[src/rtl/axi_lite_pkg.sv]
// Shared AXI4-Lite definitions: response codes and the write/read engine state encodings.
package axi_lite_pkg;

   localparam logic [1:0] RESP_OKAY   = 2'b00;
   localparam logic [1:0] RESP_SLVERR = 2'b10;

   typedef enum logic [1:0] {
      W_IDLE      = 2'b00,
      W_WAIT_DATA = 2'b01,
      W_WAIT_ADDR = 2'b10,
      W_RESP      = 2'b11
   } write_state_t;

   typedef enum logic {
      R_IDLE = 1'b0,
      R_DATA = 1'b1
   } read_state_t;

endpackage

[src/rtl/axi_lite_regfile.sv]
// Word-addressed register memory: synchronous clear, byte-enabled write port, combinational read port.
module axi_lite_regfile
#(
   parameter int DATA_WIDTH = 32,
   parameter int DEPTH      = 16,
   parameter int IDX_W      = 4
)
(
   input  logic                    clk,
   input  logic                    rst,
   input  logic                    we,
   input  logic [IDX_W-1:0]        widx,
   input  logic [DATA_WIDTH-1:0]   wdata,
   input  logic [DATA_WIDTH/8-1:0] wstrb,
   input  logic [IDX_W-1:0]        ridx,
   output logic [DATA_WIDTH-1:0]   rdata
);

   localparam int STRB_W = DATA_WIDTH / 8;

   logic [DATA_WIDTH-1:0] mem_r [DEPTH];

   // Storage array: cleared by reset, byte lanes written where the strobe is set
   always_ff @(posedge clk) begin
      if (rst) begin
         for (int i = 0; i < DEPTH; i++) begin
            mem_r[i] <= '0;
         end
      end else if (we) begin
         for (int b = 0; b < STRB_W; b++) begin
            if (wstrb[b]) begin
               mem_r[widx][8*b +: 8] <= wdata[8*b +: 8];
            end
         end
      end
   end

   assign rdata = mem_r[ridx];

endmodule

[src/rtl/axi_lite_mem_slave.sv]
// AXI4-Lite slave backed by axi_lite_regfile, with independent write and read engines.
// Define AXI_MEM_SLAVE_SLVERR_EN to answer out-of-range accesses with SLVERR instead of wrapping.
module axi_lite_mem_slave
   import axi_lite_pkg::*;
#(
   parameter int DATA_WIDTH = 32,
   parameter int ADDR_WIDTH = 8,
   parameter int DEPTH      = 16
)
(
   input  logic                    s0_axi_aclk,
   input  logic                    s0_axi_areset,
   input  logic [ADDR_WIDTH-1:0]   s0_axi_awaddr,
   input  logic                    s0_axi_awvalid,
   output logic                    s0_axi_awready,
   input  logic [DATA_WIDTH-1:0]   s0_axi_wdata,
   input  logic [DATA_WIDTH/8-1:0] s0_axi_wstrb,
   input  logic                    s0_axi_wvalid,
   output logic                    s0_axi_wready,
   output logic [1:0]              s0_axi_bresp,
   output logic                    s0_axi_bvalid,
   input  logic                    s0_axi_bready,
   input  logic [ADDR_WIDTH-1:0]   s0_axi_araddr,
   input  logic                    s0_axi_arvalid,
   output logic                    s0_axi_arready,
   output logic [DATA_WIDTH-1:0]   s0_axi_rdata,
   output logic [1:0]              s0_axi_rresp,
   output logic                    s0_axi_rvalid,
   input  logic                    s0_axi_rready
);

   localparam int STRB_W = DATA_WIDTH / 8;
   localparam int OFFS   = $clog2(STRB_W);
   localparam int IDX_W  = (DEPTH > 1) ? $clog2(DEPTH) : 1;

   // Write engine
   write_state_t            w_state_r;
   write_state_t            w_state_nxt_s;
   logic                    awready_r;
   logic                    wready_r;
   logic                    bvalid_r;
   logic [1:0]              bresp_r;
   logic [ADDR_WIDTH-1:0]   aw_addr_r;
   logic [DATA_WIDTH-1:0]   w_data_r;
   logic [STRB_W-1:0]       w_strb_r;
   logic                    aw_hs_s;
   logic                    w_hs_s;
   logic                    b_hs_s;
   logic                    wr_fire_s;
   logic [ADDR_WIDTH-1:0]   wr_addr_s;
   logic [DATA_WIDTH-1:0]   wr_data_s;
   logic [STRB_W-1:0]       wr_strb_s;
   logic                    wr_err_s;
   logic                    mem_we_s;

   // Read engine
   read_state_t             r_state_r;
   read_state_t             r_state_nxt_s;
   logic                    arready_r;
   logic                    rvalid_r;
   logic [DATA_WIDTH-1:0]   rdata_r;
   logic [1:0]              rresp_r;
   logic                    ar_hs_s;
   logic                    r_hs_s;
   logic                    rd_err_s;
   logic [DATA_WIDTH-1:0]   mem_rdata_s;

   assign aw_hs_s = s0_axi_awvalid && awready_r;
   assign w_hs_s  = s0_axi_wvalid  && wready_r;
   assign b_hs_s  = bvalid_r       && s0_axi_bready;
   assign ar_hs_s = s0_axi_arvalid && arready_r;
   assign r_hs_s  = rvalid_r       && s0_axi_rready;

`ifdef AXI_MEM_SLAVE_SLVERR_EN
   assign wr_err_s = (wr_addr_s >> OFFS) >= ADDR_WIDTH'(DEPTH);
   assign rd_err_s = (s0_axi_araddr >> OFFS) >= ADDR_WIDTH'(DEPTH);
`else
   // Without error reporting the word index simply wraps modulo DEPTH
   assign wr_err_s = 1'b0;
   assign rd_err_s = 1'b0;
`endif

   assign mem_we_s = wr_fire_s && !wr_err_s;

   // Write next-state: pairs the AW and W beats in whichever order they arrive
   always_comb begin
      w_state_nxt_s = w_state_r;
      wr_fire_s     = 1'b0;
      wr_addr_s     = s0_axi_awaddr;
      wr_data_s     = s0_axi_wdata;
      wr_strb_s     = s0_axi_wstrb;
      case (w_state_r)
         W_IDLE: begin
            if (aw_hs_s && w_hs_s) begin
               wr_fire_s     = 1'b1;
               w_state_nxt_s = W_RESP;
            end else if (aw_hs_s) begin
               w_state_nxt_s = W_WAIT_DATA;
            end else if (w_hs_s) begin
               w_state_nxt_s = W_WAIT_ADDR;
            end else begin
               w_state_nxt_s = W_IDLE;
            end
         end
         W_WAIT_DATA: begin
            wr_addr_s = aw_addr_r;
            if (w_hs_s) begin
               wr_fire_s     = 1'b1;
               w_state_nxt_s = W_RESP;
            end else begin
               w_state_nxt_s = W_WAIT_DATA;
            end
         end
         W_WAIT_ADDR: begin
            wr_data_s = w_data_r;
            wr_strb_s = w_strb_r;
            if (aw_hs_s) begin
               wr_fire_s     = 1'b1;
               w_state_nxt_s = W_RESP;
            end else begin
               w_state_nxt_s = W_WAIT_ADDR;
            end
         end
         W_RESP: begin
            if (b_hs_s) begin
               w_state_nxt_s = W_IDLE;
            end else begin
               w_state_nxt_s = W_RESP;
            end
         end
         default: begin
            w_state_nxt_s = W_IDLE;
         end
      endcase
   end

   // Write state, registered handshake outputs and beat capture
   always_ff @(posedge s0_axi_aclk) begin
      if (s0_axi_areset) begin
         w_state_r <= W_IDLE;
         awready_r <= 1'b0;
         wready_r  <= 1'b0;
         bvalid_r  <= 1'b0;
         bresp_r   <= RESP_OKAY;
         aw_addr_r <= '0;
         w_data_r  <= '0;
         w_strb_r  <= '0;
      end else begin
         w_state_r <= w_state_nxt_s;
         awready_r <= (w_state_nxt_s == W_IDLE) || (w_state_nxt_s == W_WAIT_ADDR);
         wready_r  <= (w_state_nxt_s == W_IDLE) || (w_state_nxt_s == W_WAIT_DATA);
         bvalid_r  <= (w_state_nxt_s == W_RESP);
         if (aw_hs_s) begin
            aw_addr_r <= s0_axi_awaddr;
         end
         if (w_hs_s) begin
            w_data_r <= s0_axi_wdata;
            w_strb_r <= s0_axi_wstrb;
         end
         if (wr_fire_s) begin
            bresp_r <= wr_err_s ? RESP_SLVERR : RESP_OKAY;
         end
      end
   end

   // Read next-state: one outstanding read at a time
   always_comb begin
      r_state_nxt_s = r_state_r;
      case (r_state_r)
         R_IDLE: begin
            if (ar_hs_s) begin
               r_state_nxt_s = R_DATA;
            end else begin
               r_state_nxt_s = R_IDLE;
            end
         end
         R_DATA: begin
            if (r_hs_s) begin
               r_state_nxt_s = R_IDLE;
            end else begin
               r_state_nxt_s = R_DATA;
            end
         end
         default: begin
            r_state_nxt_s = R_IDLE;
         end
      endcase
   end

   // Read state and response capture; memory is sampled before any same-edge write lands
   always_ff @(posedge s0_axi_aclk) begin
      if (s0_axi_areset) begin
         r_state_r <= R_IDLE;
         arready_r <= 1'b0;
         rvalid_r  <= 1'b0;
         rdata_r   <= '0;
         rresp_r   <= RESP_OKAY;
      end else begin
         r_state_r <= r_state_nxt_s;
         arready_r <= (r_state_nxt_s == R_IDLE);
         rvalid_r  <= (r_state_nxt_s == R_DATA);
         if (ar_hs_s) begin
            rdata_r <= rd_err_s ? '0 : mem_rdata_s;
            rresp_r <= rd_err_s ? RESP_SLVERR : RESP_OKAY;
         end
      end
   end

   axi_lite_regfile #(
      .DATA_WIDTH (DATA_WIDTH),
      .DEPTH      (DEPTH),
      .IDX_W      (IDX_W)
   ) u_regfile (
      .clk   (s0_axi_aclk),
      .rst   (s0_axi_areset),
      .we    (mem_we_s),
      .widx  (IDX_W'(wr_addr_s >> OFFS)),
      .wdata (wr_data_s),
      .wstrb (wr_strb_s),
      .ridx  (IDX_W'(s0_axi_araddr >> OFFS)),
      .rdata (mem_rdata_s)
   );

   assign s0_axi_awready = awready_r;
   assign s0_axi_wready  = wready_r;
   assign s0_axi_bvalid  = bvalid_r;
   assign s0_axi_bresp   = bresp_r;
   assign s0_axi_arready = arready_r;
   assign s0_axi_rvalid  = rvalid_r;
   assign s0_axi_rdata   = rdata_r;
   assign s0_axi_rresp   = rresp_r;

endmodule

[config.mk]
export PLATFORM = sky130hd
export DESIGN_NAME = axi_lite_mem_slave
export DESIGN_NICKNAME = d
export VERILOG_FILES = /design/src/rtl/axi_lite_pkg.sv /design/src/rtl/axi_lite_regfile.sv /design/src/rtl/axi_lite_mem_slave.sv
export SDC_FILE = /design/constraint.sdc
export NUM_CORES = 1
export LEC_CHECK = 0
export ABC_AREA = 1
export CORE_MARGIN = 2
export CORE_UTILIZATION = 35
export CTS_BUF_LIST = sky130_fd_sc_hd__clkbuf_16
export CTS_CLUSTER_SIZE = 20
export DETAILED_ROUTE_END_ITERATION = 6
export PLACE_DENSITY = 0.49
export SLEW_MARGIN = 5
export SYNTH_ARGS = -nofsm -noshare
export SYNTH_HDL_FRONTEND = slang
export SYNTH_SLANG_ARGS = --single-unit
export TNS_END_PERCENT = 10
[constraint.sdc]
create_clock -name s0_axi_aclk -period 2.7 [get_ports s0_axi_aclk]
set_clock_uncertainty 0.05 [all_clocks]
set_input_delay 0.675 -clock s0_axi_aclk [delete_from_list [all_inputs] [get_ports s0_axi_aclk]]
set_output_delay 0.675 -clock s0_axi_aclk [all_outputs]
set_load 0.02 [all_outputs]
Word-level counts from Yosys, hierarchy flattened
Memories as Yosys holds them, arrays and structs flattened. A register that Yosys moved wholly into a read port is not among the register bits.
Cells that the tools add are included.
- equality and inequality tests: 6
- muxes and demuxes: 38
- bitwise gates (word level): 2
- reductions and logical operators: 11
- operator list (kind ; count):
    $mux 32 ; 2
    $reduce_or 32->1 ; 1
    $mux 1 ; 24
    $mux 4 ; 3
    $mux 2 ; 5
    $eq 2x2->1 const B ; 4
    $pmux 2 s4 ; 1
    $logic_and 1x1->1 ; 6
    $mux 6 ; 1
    $eq 2x1->1 const B ; 2
    $logic_not 2->1 ; 2
    $pmux 1 s3 ; 1
    $logic_or 1x1->1 ; 2
    $not 1->1 ; 2
    $pmux 1 s2 ; 1
- flip-flop bits (word level): 49
- RAM bits: 512
- input port bits: 59
- output and inout port bits: 41
- word-level logic and storage cells: 67
- memories: 1
- memories (name ; depth ; bits a word ; read ports ; clocked after Yosys merged registers in ; wr ports ; RTL line ; source):
    u_regfile.mem_r ; 16 ; 32 ; 1 ; 1 ; 16 ; axi_lite_regfile.sv:21 ; logic [DATA_WIDTH-1:0] mem_r [DEPTH];

Depth between registers and ports, before layout
Gate-level depths: netlist of run 1.
- depth after elaboration: 9
- mapped depth: 12
- gate-level depth less buffers: 9

By module
Synthesis of run 1 repeated with hierarchy kept, for this count alone.
- cell total of the unflattened synthesis: 3298
- area, all modules: 28098.2 sq um
- by module, submodules not included (module ; instances ; cells an instance ; area an instance (sq um) ; sequential area each (sq um)):
    axi_lite_regfile ; 1 ; 2813 ; 24703.7 ; 15374.7
    axi_lite_mem_slave ; 1 ; 485 ; 3394.5 ; 1581.5

Least setup slack after synthesis of run 1
No wires, ideal clock.
- kind: input to register
- start point: input port s0_axi_awvalid
- end point: memory u_regfile.mem_r[2][16], enable pin
- library setup time: 329 ps
- data arrival time: 1953 ps
- data required time: 2321 ps
- setup slack: 368 ps
- stages on the path: 7
- buffers on the path: 1
- cell sequence: nand2_1 -> nand2_1 -> nand3_2 -> nor4_4 -> buf_4 -> nand2_1 -> nand2_1
- RTL lines (element ; RTL line ; source):
    start, declared ; axi_lite_mem_slave.sv:14 ; input logic s0_axi_awvalid,
    end, declared ; axi_lite_regfile.sv:21 ;

==> results of run 1 <==
## logic make-up (layout without fill, tap and decap cells)
family | Yosys count | count (layout) | share of synthesized area [%]
and+or+nand+nor | 1918 | 1918 | 30.0
DFF | 591 | 591 | 64.3
buffers and inverters | 230 | 502 | 3.41
AOI/OAI and AO/OA | 55 | 55 | 1.04
muxes | 32 | 32 | 1.22
other | 1 | 4 | 0.0142
## power by group through the flow
stage	Combinational (uW)	Sequential, uW	Clock (uW)
after floorplan	1160	10600	0
after global routing	2600	10400	9230
final	2390	10400	8670
after global placement	2380	10600	0
after CTS	2410	10400	8890
after detailed placement	2400	10600	0
## flip-flops by register name (all words and copies together) (netlist names)
signal / count
aw_addr_r: 4
s0_axi_arready: 1
s0_axi_awready: 1
s0_axi_bvalid: 1
s0_axi_rdata: 32
s0_axi_rvalid: 1
s0_axi_wready: 1
u_regfile.mem_r: 512
w_data_r: 32
w_state_r: 2
w_strb_r: 4
## tightest hold or removal path, delay by kind of cell (launching register included)
family,cells,cell delay [ps]
DFF,1,320
and+or+nand+nor,2,130
## layer usage
layer / routed length [um] / share of wire, %
met5: 0 / 0
met4: 2160 / 2.8
met3: 4770 / 6.3
met2: 35800 / 47
met1: 33300 / 44
## cell usage after synthesis, types with 4 or more instances
cell type	count
nand2_1	788
nand2_2	35
nand3_1	416
mux2i_1	32
nor2_2	8
buf_1	19
nor4_4	4
o21ai_0	44
buf_4	8
inv_1	47
buf_2	5
nor2_1	664
a21oi_1	10
clkbuf_1	147
dfxtp_1	79
edfxtp_1	512
## per-stage QoR
stage | worst slack, ps | utilization (%) | instances
3_3_place_gp | -119 | 41.2 | 3954
5_1_grt | 195 | 44.0 | 4071
4_1_cts | 312 | 44.0 | 4071
2_1_floorplan | 368 | - | 2830
6_report | 262 | 44.0 | 4071
3_5_place_dp | -172 | 41.2 | 3954
## path summary, 6_finish.rpt
check	from	to	slack, ps	depth (start not counted)
min	w_data_r[0]$_SDFFE_PP0P_	w_data_r[0]$_SDFFE_PP0P_	430	2
min reg2reg	w_data_r[0]$_SDFFE_PP0P_	w_data_r[0]$_SDFFE_PP0P_	430	2
max	w_state_r[1]$_SDFF_PP0_	u_regfile.mem_r[5][9]$_SDFFCE_PN0P_	260	10
max reg2reg	w_state_r[1]$_SDFF_PP0_	u_regfile.mem_r[5][9]$_SDFFCE_PN0P_	260	10
## final cells by class
cell class	count	share of cell area, %
flip-flops and latches	591	51.8
clock buffers	71	5.43
inverters	51	0.611
repair buffers	334	11.4
multi-input cells	2009	26.2
clock inverters	46	0.886
well taps	969	3.70
==> results.json, run 1 <==
{
  "outcome": "complete, no violations",
  "antenna_found_initial": 0,
  "place_congestion": 0.815,
  "worst_pin_slew_ps": 559,
  "rows": 100,
  "grt_use_total_pct": 19.6,
  "cts_hold_buf": 0,
  "fin_crit_sh_pct": 90.3,
  "crit_family": "simple AND/OR/NAND/NOR gates",
  "crit_chain": "inv_2, nand2_2, nand2_1, o21ai_1, nand2_1, nor2_1, buf_4, nand2_1, nand2_1, buf_4",
  "ir_worst_vdd_mv": 0.416,
  "fp.coreArea_um2": 74400,
  "setup_violations": 0,
  "synth_seq_cells": 591,
  "cts-root-buf": "clkbuf_16",
  "cts_tree": "yes",
  "synth_largest_area_cell": "edfxtp_1",
  "hold_violations": 0,
  "insertion_delay_ps": 600,
  "vias_per_cell": 4.96,
  "grt_first_pass_wirelength_um": 116000,
  "met1_usage_pct": 26.3,
  "worst_path_largest_cell_delay_ps": 490,
  "synth_warnings": 0,
  "p_clk_share_pct": 40.4,
  "slew_viol_final": 0,
  "worstPathRequired_ps": 2960,
  "syn_area_per_cell_um2": 9.33,
  "min_path_type": "reg -> reg",
  "drtAntennaViolNets": 0,
  "gr-total-overflow": 0,
  "path_common_cell": "nand2_1",
  "p_leak_uw": 0.0134,
  "p_per_area_nw_per_um2": 655,
  "grtUsageMet2_pct": 32.1,
  "design_power_total_uw": 21400,
  "internal_power_uw": 16200,
  "fin_nets": 3112,
  "cts.sinks": 591,
  "post_dp_cell_area_um2": 30700,
  "via_count": 20200,
  "area_growth_pct": 24.2,
  "io_pins": 100,
  "dieArea_um2": 77500,
  "switching_share_pct": 24.5,
  "drt-pass1-iter-count": 6,
  "wl_per_cell_um": 18.7,
  "power_switching_uw": 5250,
  "async_flop_share_pct": 0,
  "yosys-top-cells-area": "edfxtp_1 (58%), nand2_1 (11%), nor2_1 (9.5%)",
  "drc": 0,
  "fp.dieW_um": 278,
  "antennaDiodeCount": 0,
  "numPortBuffers": 87,
  "synth_cells": 2827,
  "crit_path_max_fanout": 8,
  "crit_path_end_kind": "flip-flop",
  "layout_common_cells": "nand2_1 (788), nor2_1 (664), edfxtp_1 (512)",
  "drive_gt1_share_pct": 13.2,
  "netlist_area_um2": 26400,
  "mostFrequentLayoutCell": "nand2_1",
  "finalSetupTns_ps": 0,
  "cp_data_arrival_time_ps": 2690,
  "finish.instance_area_um2": 32800,
  "first_iter_violations": 1425,
  "seq_area_um2": 17000,
  "grt_setup_unrepaired": "false",
  "seq_power_share_pct": 48.4,
  "multiInputGateArea_um2": 8570,
  "ys.flop_type": "edfxtp_1",
  "cts_made_buffers": 66,
  "synth_cell_type_count": 23,
  "synth_top_cell_area_share_pct": 58.3,
  "initial_core_util_pct": 35.4,
  "path_buf_inv": 3,
  "grt_use_met3_pct": 3.38,
  "ys_seq_area_share_pct": 64.3,
  "cts_setup_buffers": 0,
  "whs_ps": 430,
  "cts_resized": 0,
  "fp.dieH_um": 278,
  "clockBufferDepth": 3,
  "power_frac_comb_pct": 11.2,
  "timing.slew.headroom_pct": 62.7,
  "fmax_mhz": 410,
  "clk_pin_slew_worst_paths_ps": 60,
  "grt.busiest_layer": "met2",
  "dp_hpwl_um": 50600,
  "fillers": 7142,
  "synth_edf_count": 512,
  "wl_um": 76100,
  "fin_crit_ps": 2440,
  "grt_pass1_vias": 19900,
  "critPathSlowestCell": "dfxtp_1",
  "grt_max_degree": 99,
  "maxCapViolations": 0,
  "start_kind": "flip-flop",
  "cts_htree_levels": 3,
  "worstSetupPathType": "reg -> reg"
}
Note: power is estimated with default switching activity, not from simulation.
==> inputs of run 2 (changes only) <==
==> constraint.sdc (replaced) <==
create_clock -name s0_axi_aclk -period 2.9 [get_ports s0_axi_aclk]
set_clock_uncertainty 0.05 [all_clocks]
set_input_delay 0.725 -clock s0_axi_aclk [delete_from_list [all_inputs] [get_ports s0_axi_aclk]]
set_output_delay 0.725 -clock s0_axi_aclk [all_outputs]
set_load 0.02 [all_outputs]
==> results.json, run 2 (synthesized netlist as in run 1, its figures left out) <==
{
  "p_per_area_nw_per_um2": 609,
  "regMostFlops": "u_regfile.mem_r",
  "drtAntennaViolNets": 0,
  "clockBufferDepth": 3,
  "finalSetupTns_ps": 0,
  "fp.coreArea_um2": 74400,
  "endpoint": "u_regfile.mem_r[1][28]$_SDFFCE_PN0P_",
  "place_congestion": 0.781,
  "dp.cells": 3941,
  "rrSetupSlack_ps": 310,
  "cts_made_buffers": 67,
  "p_leak_uw": 0.0133,
  "drt-pass1-iter-count": 6,
  "antenna_found_initial": 1,
  "worst_pin_slew_ps": 857,
  "crit_chain": "inv_2, nand2_2, o21ai_0, nand2_1, nor2_2, buf_4, nand2_2, nand2_1, buf_12",
  "fin_crit_ps": 2590,
  "layout_common_cells": "nand2_1 (788), nor2_1 (664), edfxtp_1 (512)",
  "cts_setup_buffers": 0,
  "area_growth_pct": 23.6,
  "worstSetupPathType": "reg -> reg",
  "cts.sinks": 591,
  "drive_gt1_share_pct": 12.8,
  "insertion_delay_ps": 590,
  "io_pins": 100,
  "via_count": 19900,
  "cts-root-buf": "clkbuf_16",
  "ir_worst_vdd_mv": 0.340,
  "cts_htree_levels": 3,
  "r2r_start": "w_state_r[1]$_SDFF_PP0_",
  "slew_viol_final": 0,
  "rows": 100,
  "cp_data_arrival_time_ps": 2840,
  "cts_tree": "yes",
  "design_power_total_uw": 19800,
  "cts_hold_buf": 0,
  "timing.slew.headroom_pct": 42.9,
  "worst_path_largest_cell_delay_ps": 580,
  "crit_path_max_fanout": 8,
  "largest_register_ffs": 512,
  "numPortBuffers": 87,
  "fillers": 7161,
  "maxCapViolations": 0,
  "wl_um": 74800,
  "fmax_mhz": 387,
  "first_iter_violations": 1318,
  "clk_pin_slew_worst_paths_ps": 60,
  "min_path_type": "reg -> reg",
  "r2r_end": "u_regfile.mem_r[1][28]$_SDFFCE_PN0P_",
  "critPathSlowestCell": "o21ai_0",
  "dp_hpwl_um": 49600,
  "multiInputGateArea_um2": 8570,
  "grt_pass1_vias": 19500,
  "fp.dieH_um": 278,
  "initial_core_util_pct": 35.4,
  "start_kind": "flip-flop",
  "worstPathRequired_ps": 3150,
  "seq_area_um2": 17000,
  "grt_first_pass_wirelength_um": 115000,
  "drc": 0,
  "utilization_pct": 43.8,
  "grt_max_degree": 177,
  "fp.dieW_um": 278,
  "fin_nets": 3100,
  "r2r_cells": 9,
  "fin_crit_sh_pct": 89.2,
  "dieArea_um2": 77500,
  "cts_resized": 0,
  "gr-total-overflow": 0,
  "crit_path_end_kind": "flip-flop",
  "grt_setup_unrepaired": "false",
  "wl_per_cell_um": 18.4,
  "setup_violations": 0,
  "hold_violations": 0,
  "vias_per_cell": 4.90,
  "grt_use_total_pct": 19.3,
  "mostFrequentLayoutCell": "nand2_1",
  "finalNonFillerCells": 4062,
  "antennaDiodeCount": 0,
  "crit_start": "w_state_r[1]$_SDFF_PP0_",
  "outcome": "complete, no violations"
}
-- run 2: cell types whose count changed in the layout (fill, tap and decap cells not counted) --
cell	before	now
inv_2	9	4
clkbuf_16	71	73
inv_6	2	1
bufinv_16	4	2
clkinv_2	7	13
inv_1	63	66
buf_12	82	76
clkinvlp_4	0	1
buf_4	166	159
-- run 2: metal layers --
layer	track usage (%)	routed length, um
met1	26.7	33600
met2	31.0	34600
met3	3.33	4620
met4	6.40	1980
met5	0	0
-- run 2: area by class of cell --
cell class,instances,share of cell area [%]
clock buffer,73,5.61
inverter,51,0.614
sequential,591,52.0
tap,969,3.72
clock inverter,48,0.772
multi-input combinational,2009,26.3
timing repair buffer,321,10.9
-- run 2: power by group --
group          internal (uW)  leakage [uW]  switching, uW
clock network           4680       0.00111           3320
registers               9550       0.00594            117
logic                    762       0.00629           1410
total                  15000        0.0133           4850
-- run 2: worst min-delay path by stage --
stage,startpoint,to,cells after the start
2_1_floorplan,w_data_r[0]$_SDFFE_PP0P_,w_data_r[0]$_SDFFE_PP0P_,2
3_3_place_gp,w_data_r[1]$_SDFFE_PP0P_,w_data_r[1]$_SDFFE_PP0P_,2
3_5_place_dp,w_data_r[14]$_SDFFE_PP0P_,w_data_r[14]$_SDFFE_PP0P_,2
4_1_cts,w_data_r[14]$_SDFFE_PP0P_,w_data_r[14]$_SDFFE_PP0P_,2
5_1_grt,w_data_r[1]$_SDFFE_PP0P_,w_data_r[1]$_SDFFE_PP0P_,2
6_report,w_data_r[14]$_SDFFE_PP0P_,w_data_r[14]$_SDFFE_PP0P_,2
-- run 2: through the flow --
stage	hold WS [ps]	instance area (um^2)	worst slack, ps
2_1_floorplan	404	26400	518
3_3_place_gp	411	30500	-85.6
3_5_place_dp	421	30500	-64.1
4_1_cts	434	32600	369
5_1_grt	451	32600	175
6_report	430	32600	314
-- run 2: critical path, delay by kind of cell (launching register included) --
family | cells | cell delay (ps)
AO/OA/AOI/OAI | 1 | 580
AND/OR/NAND/NOR | 5 | 860
buffers and inverters | 3 | 420
flip-flops | 1 | 390
